**src/rtl/regfile_sb.sv**
```systemverilog
// regfile_sb: register file with a per-register scoreboard (busy bit).
// A reserve marks a destination register busy until its write-back
// arrives. pend_cnt tracks how many registers are currently busy.
// Two combinational read ports return both data and busy status.
//
// Optional feature, selected by macro REGFILE_SB_BYPASS_EN:
//   when defined, a read that hits the address being written in the same
//   cycle returns the incoming write data and the post-write busy state.
//   When undefined, reads see only the stored array and registered busy bits.
module regfile_sb #(
   parameter int DATA_W   = 32,
   parameter int ADDR_W   = 5,
   parameter int ZERO_REG = 1
) (
   input  logic              clock,
   input  logic              reset,
   input  logic              wr_en,
   input  logic [ADDR_W-1:0] wr_sel,
   input  logic [DATA_W-1:0] wr_data,
   input  logic              rsv_en,
   input  logic [ADDR_W-1:0] rsv_sel,
   output logic              rsv_ready,
   input  logic [ADDR_W-1:0] rd_sel1,
   input  logic [ADDR_W-1:0] rd_sel2,
   output logic [DATA_W-1:0] rd_data1,
   output logic [DATA_W-1:0] rd_data2,
   output logic              rd_busy1,
   output logic              rd_busy2,
   output logic [ADDR_W:0]   pend_cnt
);

   localparam int DEPTH = 2**ADDR_W;

   // Address 0 behaves as a constant-zero register when ZERO_REG is set.
   function automatic logic is_zero_addr(input logic [ADDR_W-1:0] a);
      return (ZERO_REG != 0) && (a == '0);
   endfunction

   // Counter step: +1 for a newly busy register, -1 for a cleared one.
   function automatic logic [ADDR_W:0] cnt_step(input logic [ADDR_W:0] cnt,
                                                input logic inc,
                                                input logic dec);
      logic [ADDR_W:0] inc_w;
      logic [ADDR_W:0] dec_w;
      inc_w = {{ADDR_W{1'b0}}, inc};
      dec_w = {{ADDR_W{1'b0}}, dec};
      return cnt + inc_w - dec_w;
   endfunction

   // Stored state (stage p1 = registered).
   logic [DATA_W-1:0] data_p1 [DEPTH];
   logic [DEPTH-1:0]  busy_p1;
   logic [ADDR_W:0]   cnt_p1;

   // Control decoded in the current cycle (stage p0).
   logic              wr_hit_p0;
   logic              rsv_ready_p0;
   logic              rsv_acc_p0;
   logic              same_addr_p0;
   logic              set_new_p0;
   logic              clr_p0;
   logic [DEPTH-1:0]  busy_nxt_p0;

   // Read port views.
   logic [ADDR_W-1:0] rd_sel_v  [2];
   logic [DATA_W-1:0] rd_data_v [2];
   logic              rd_busy_v [2];

   assign rd_sel_v[0] = rd_sel1;
   assign rd_sel_v[1] = rd_sel2;

   // Decode write/reserve acceptance and the busy-bit changes they cause.
   always_comb begin
      wr_hit_p0    = wr_en && !is_zero_addr(wr_sel);
      same_addr_p0 = (wr_sel == rsv_sel);
      // A busy target only accepts a new reserve if its write-back lands now.
      rsv_ready_p0 = !busy_p1[rsv_sel] || (wr_en && same_addr_p0)
                     || is_zero_addr(rsv_sel);
      rsv_acc_p0   = rsv_en && rsv_ready_p0 && !is_zero_addr(rsv_sel);
      // Busy register going idle -> busy is a new pending entry.
      set_new_p0   = rsv_acc_p0 && !busy_p1[rsv_sel];
      // Write-back only retires an entry if no reserve re-claims the register.
      clr_p0       = wr_hit_p0 && busy_p1[wr_sel]
                     && !(rsv_acc_p0 && same_addr_p0);
      busy_nxt_p0  = busy_p1;
      if (wr_hit_p0) begin
         busy_nxt_p0[wr_sel] = 1'b0;
      end
      if (rsv_acc_p0) begin
         busy_nxt_p0[rsv_sel] = 1'b1;
      end
   end

   // ---- p0 -> p1 boundary ----

   // Data array: one-cycle write latency; reset wipes all contents.
   always_ff @(posedge clock) begin
      if (reset) begin
         for (int i = 0; i < DEPTH; i++) begin
            data_p1[i] <= '0;
         end
      end else if (wr_hit_p0) begin
         data_p1[wr_sel] <= wr_data;
      end
   end

   // Scoreboard busy bits and pending count, updated in lock-step.
   always_ff @(posedge clock) begin
      if (reset) begin
         busy_p1 <= '0;
         cnt_p1  <= '0;
      end else begin
         busy_p1 <= busy_nxt_p0;
         cnt_p1  <= cnt_step(cnt_p1, set_new_p0, clr_p0);
      end
   end

   // Combinational read ports with zero-register masking and optional bypass.
   always_comb begin
      for (int p = 0; p < 2; p++) begin
         rd_data_v[p] = data_p1[rd_sel_v[p]];
         rd_busy_v[p] = busy_p1[rd_sel_v[p]];
`ifdef REGFILE_SB_BYPASS_EN
         if (wr_hit_p0 && (rd_sel_v[p] == wr_sel)) begin
            rd_data_v[p] = wr_data;
            rd_busy_v[p] = rsv_acc_p0 && same_addr_p0;
         end
`endif
         if (is_zero_addr(rd_sel_v[p])) begin
            rd_data_v[p] = '0;
            rd_busy_v[p] = 1'b0;
         end
      end
   end

   assign rd_data1  = rd_data_v[0];
   assign rd_data2  = rd_data_v[1];
   assign rd_busy1  = rd_busy_v[0];
   assign rd_busy2  = rd_busy_v[1];
   assign rsv_ready = rsv_ready_p0;
   assign pend_cnt  = cnt_p1;

endmodule

```
**config.mk**
```make
export PLATFORM = sky130hd
export DESIGN_NAME = regfile_sb
export DESIGN_NICKNAME = d
export VERILOG_FILES = /design/src/rtl/regfile_sb.sv
export SDC_FILE = /design/constraint.sdc
export NUM_CORES = 2
export LEC_CHECK = 0
export CORE_AREA = 3 3 318 320
export DETAILED_ROUTE_END_ITERATION = 8
export DIE_AREA = 0 0 321 323
export PLACE_DENSITY = 0.75
export SKIP_LAST_GASP = 1
export SLEW_MARGIN = 20
export SYNTH_ARGS = -nofsm -noshare
export SYNTH_HDL_FRONTEND = slang
export SYNTH_SLANG_ARGS = --single-unit
```
**constraint.sdc**
```tcl
create_clock -name clock -period 7.49 [get_ports clock]
set_clock_uncertainty 0.2 [all_clocks]
set_input_delay 1.498 -clock clock [delete_from_list [all_inputs] [get_ports clock]]
set_output_delay 1.498 -clock clock [all_outputs]
set_load 0.02 [all_outputs]
```
==> impl.org <==
** STA
- Post-layout min period :: 6.66 ns
- Total Negative Setup Slacks :: 0 ns
- In this run the tightest slew margin relative to its limit is 18.5%.
- Setup repair after global routing left no endpoint under its margin.
- Setup violations remaining at the end of the flow were counted as 0.
- Slew of the pin with the lowest slew margin :: 1.22 ns
- Max frequency :: 150 MHz
- Final number of max-transition violations :: 0
- Tcrit/Tclk final :: 88.9%
- Number of hold violations in the final report :: 0

** Clock tree
- The clock reaches the later pin of the worst-skew pair after 0.68 ns.
- Clock tree synthesis inserted a total of 110 buffers.
- Reg clk slew, reported paths :: 0.06 ns
- Once the clock tree was built, the setup fixing pass inserted 0 buffers.
- Number of gates given a new drive strength after cts :: 0
- The H-tree was split into 3 levels.
- Buffers from clock root to sink, at most :: 3
- For this design, the sink count on the clock tree is 1062.
- Count of hold-fix buffers inserted at cts :: 0
- CTS tree :: built
- CTS placed an instance of sky130_fd_sc_hd__clkbuf_16 at the clock tree root.

** Routing
- # DRC :: 0
- For this run, the detailed router's first-pass iteration total came to 5.
- Routed wire length per instance :: 37.6 µm
- The count of nets left with antenna violations once routing finished came out at 0.
- After detailed routing, the number of vias per cell comes to 7.23.
- After detailed routing, the total wire length is 184000 µm.
- The first routing iteration left 5625 violations.
- The final route contains 35500 vias.

** Power
- Dividing total power by cell area gives a power density of 229 nW/µm².
- Peak ir drop on the vdd network :: 217 µV
- Pleak :: 21.6 nW

** Die
- Row generation in the floorplan step produced 115 rows.
- Initial core utilization :: 58.0%
- Die ar. :: 104000 µm²
- The total area inside the core boundary comes to 98400 µm².
- The floorplan step set the die height to 323 µm.
- 129 I/O pins were placed.
- From left edge to right edge, the die measures 321 µm.

** Placement
- Port buffering added 128 buffers.
- Gpl congestion :: 0.927
- Detailed placer's ending HPWL :: 109000 µm

** Cells and area
- Utilization after layout :: 64.4%
- Layout area overhead :: 11.1%
- Most used cells in the layout excluding fill and tap cells :: sky130_fd_sc_hd__edfxtp_1, sky130_fd_sc_hd__and2_1, sky130_fd_sc_hd__mux4_2
- Nets :: 3573
- Most common cell after layout, fill and taps aside :: sky130_fd_sc_hd__edfxtp_1
- Fraction of layout instances using a drive strength above 1 :: 28.7%

** Synthesis
- The synthesized netlist devotes 12.3% of its cell area to simple gates.
- Summing the areas of all xor and xnor instances in the mapped netlist gives 0.153% of the synthesized area.
- Multiplexer area fraction after synthesis :: 27.8%
- Count of state elements after synthesis :: 1062
- The synthesized netlist devotes 0.167% of its cell area to adder and majority cells.
- Syn Std Cell Area :: 57100 µm²
- The most used flip-flop cell after synthesis is sky130_fd_sc_hd__edfxtp_1.
- Synthesis produced a netlist whose cell count is 3494.
- Summing the sequential cell areas from Yosys gives 55.2% of the chip area.
- The synthesized design contains 1024 enable-type register cells.
- A synthesized cell averages 16.3 µm².
- Number of distinct standard cells referenced by the synthesized netlist :: 54
- After synthesis, the share of flip-flops with an asynchronous set or reset is 0%.
- Complex-gate fraction of the synthesized area :: 1.11%
- After synthesis, the largest family of logic cells by area is multiplexers.
- During synthesis, Yosys emitted a total of 0 warnings.

** GRT
- Maximum number of pins on one net before global-route repair :: 109
- The via count of the first global-routing pass came to 36500.
- The first global-routing pass estimated 263000 µm of wire.
- Global routing used 36.2% of the available tracks.
- Summed over all layers, the global routing overflow is 0.
- The initial antenna violation count came to 17.

** Worst setup path
- Data arrival time of the worst path :: 4.96 ns
- Required @ worst endpoint :: 5.79 ns
- By startpoint and endpoint, the worst setup path is classified as in2out.
- Startpoint type of the worst setup path :: input pin
- Cells on worst reg2reg path :: 16
- CP Max Fanout :: 72
- The worst setup path is captured at an output pin.

** Hold path
- Worst min-delay path class :: reg2reg
- Count of cells along the worst hold path :: 1

** Job
- Max capacitance violation total :: 0

** Status
- Status :: finished clean
[worst max-delay path: stages]
cell and delay, ns:
sky130_fd_sc_hd__buf_8 0.67, sky130_fd_sc_hd__buf_4 0.36, sky130_fd_sc_hd__mux4_2 0.52, sky130_fd_sc_hd__mux4_2 0.52
sky130_fd_sc_hd__mux2i_1 0.58, sky130_fd_sc_hd__nor2_1 0.14, sky130_fd_sc_hd__clkdlybuf4s50_1 0.61
[report_power, final]
group	internal [mW]	leakage [nW]	switching, mW
Clock	3.12	1.75	2.38
Sequential	6.85	10.1	0.174
Combinational	0.922	9.78	1.09
Total	10.9	21.6	3.65
[routing by layer]
metal  track usage [%]  vias up  share of wire, %
met5                 0        -             0.021
met4              21.7        6               6.4
met3              9.40      644                14
met2              55.8     3001                47
met1              47.1    18200                33
li1                  -    13600                 -
[path summary, 6_finish.rpt]
check / start / endpoint / slack [ns]
setup / recovery: rd_sel1[0] / rd_data1[17] / 0.83
setup reg to reg: busy_p1[7] / pend_cnt[4] / 3.30
hold / removal: busy_p1[0] / busy_p1[0] / 0.33
hold reg to reg: busy_p1[0] / busy_p1[0] / 0.33
[layout make-up]
type | instances | area, µm²
diodes | 19 | 47.5
clock buffers | 127 | 2840
clock inverters | 75 | 721
fillers | 6685 | 35000
inverters | 40 | 155
multi-input cells | 2046 | 24100
flip-flops and latches | 1062 | 31500
well taps | 1287 | 1610
repair buffers | 250 | 2430
[synth_stat cells, types with 2 or more instances]
cell type | number | area share (%)
sky130_fd_sc_hd__a21oi_1 | 34 | 0.30
sky130_fd_sc_hd__a22oi_1 | 4 | 0.053
sky130_fd_sc_hd__a32o_1 | 31 | 0.54
sky130_fd_sc_hd__and2_1 | 995 | 11
sky130_fd_sc_hd__and3_1 | 6 | 0.066
sky130_fd_sc_hd__and3b_1 | 2 | 0.031
sky130_fd_sc_hd__buf_1 | 27 | 0.18
sky130_fd_sc_hd__buf_2 | 31 | 0.27
sky130_fd_sc_hd__buf_4 | 30 | 0.39
sky130_fd_sc_hd__buf_6 | 16 | 0.32
sky130_fd_sc_hd__clkbuf_1 | 272 | 1.8
sky130_fd_sc_hd__dfxtp_1 | 38 | 1.3
sky130_fd_sc_hd__edfxtp_1 | 1024 | 54
sky130_fd_sc_hd__ha_1 | 6 | 0.13
sky130_fd_sc_hd__inv_1 | 40 | 0.26
sky130_fd_sc_hd__mux2i_1 | 78 | 1.4
sky130_fd_sc_hd__mux4_2 | 669 | 26
sky130_fd_sc_hd__nand2_1 | 9 | 0.059
sky130_fd_sc_hd__nand2b_1 | 3 | 0.033
sky130_fd_sc_hd__nand3_1 | 7 | 0.061
sky130_fd_sc_hd__nand3b_1 | 5 | 0.066
sky130_fd_sc_hd__nand4_1 | 2 | 0.022
sky130_fd_sc_hd__nor2_1 | 113 | 0.74
sky130_fd_sc_hd__nor2b_1 | 5 | 0.055
sky130_fd_sc_hd__nor3_1 | 4 | 0.035
sky130_fd_sc_hd__nor4bb_1 | 2 | 0.035
sky130_fd_sc_hd__o21ai_1 | 2 | 0.018
sky130_fd_sc_hd__o22a_1 | 2 | 0.031
sky130_fd_sc_hd__o32a_1 | 2 | 0.035
sky130_fd_sc_hd__or3_1 | 2 | 0.022
sky130_fd_sc_hd__or4_1 | 2 | 0.026
sky130_fd_sc_hd__xnor2_1 | 6 | 0.092
sky130_fd_sc_hd__xor2_1 | 4 | 0.061
[kinds of logic after synthesis]
family                     after synthesis
other                                    1
DFF                                   1062
adders and majority gates                7
and+or+nand+nor                       1165
buffers and inverters                  417
muxes                                  748
xor gates and xnor gates                10
AOI/OAI and AO/OA                       84
[sequential cells by signal, indices dropped and copies added (netlist names)]
name	flops
data_p1	1024
pend_cnt	6
busy_p1	32
[stage by stage]
step                      hold WS (ns)  total power, mW  worst slack (ns)  std cells  instance area (µm²)
final                            0.326             14.5             0.834       4906                63400
after floorplan                  0.277             8.34              2.55       3525                57200
after global routing             0.331             14.9             0.744       4889                63400
after detailed placement         0.305             9.12             0.922       4684                59800
after global placement           0.298             9.06             0.919       4683                59800
after CTS                        0.315             14.5             0.933       4886                63300
Power figures use the tool's default switching activity.
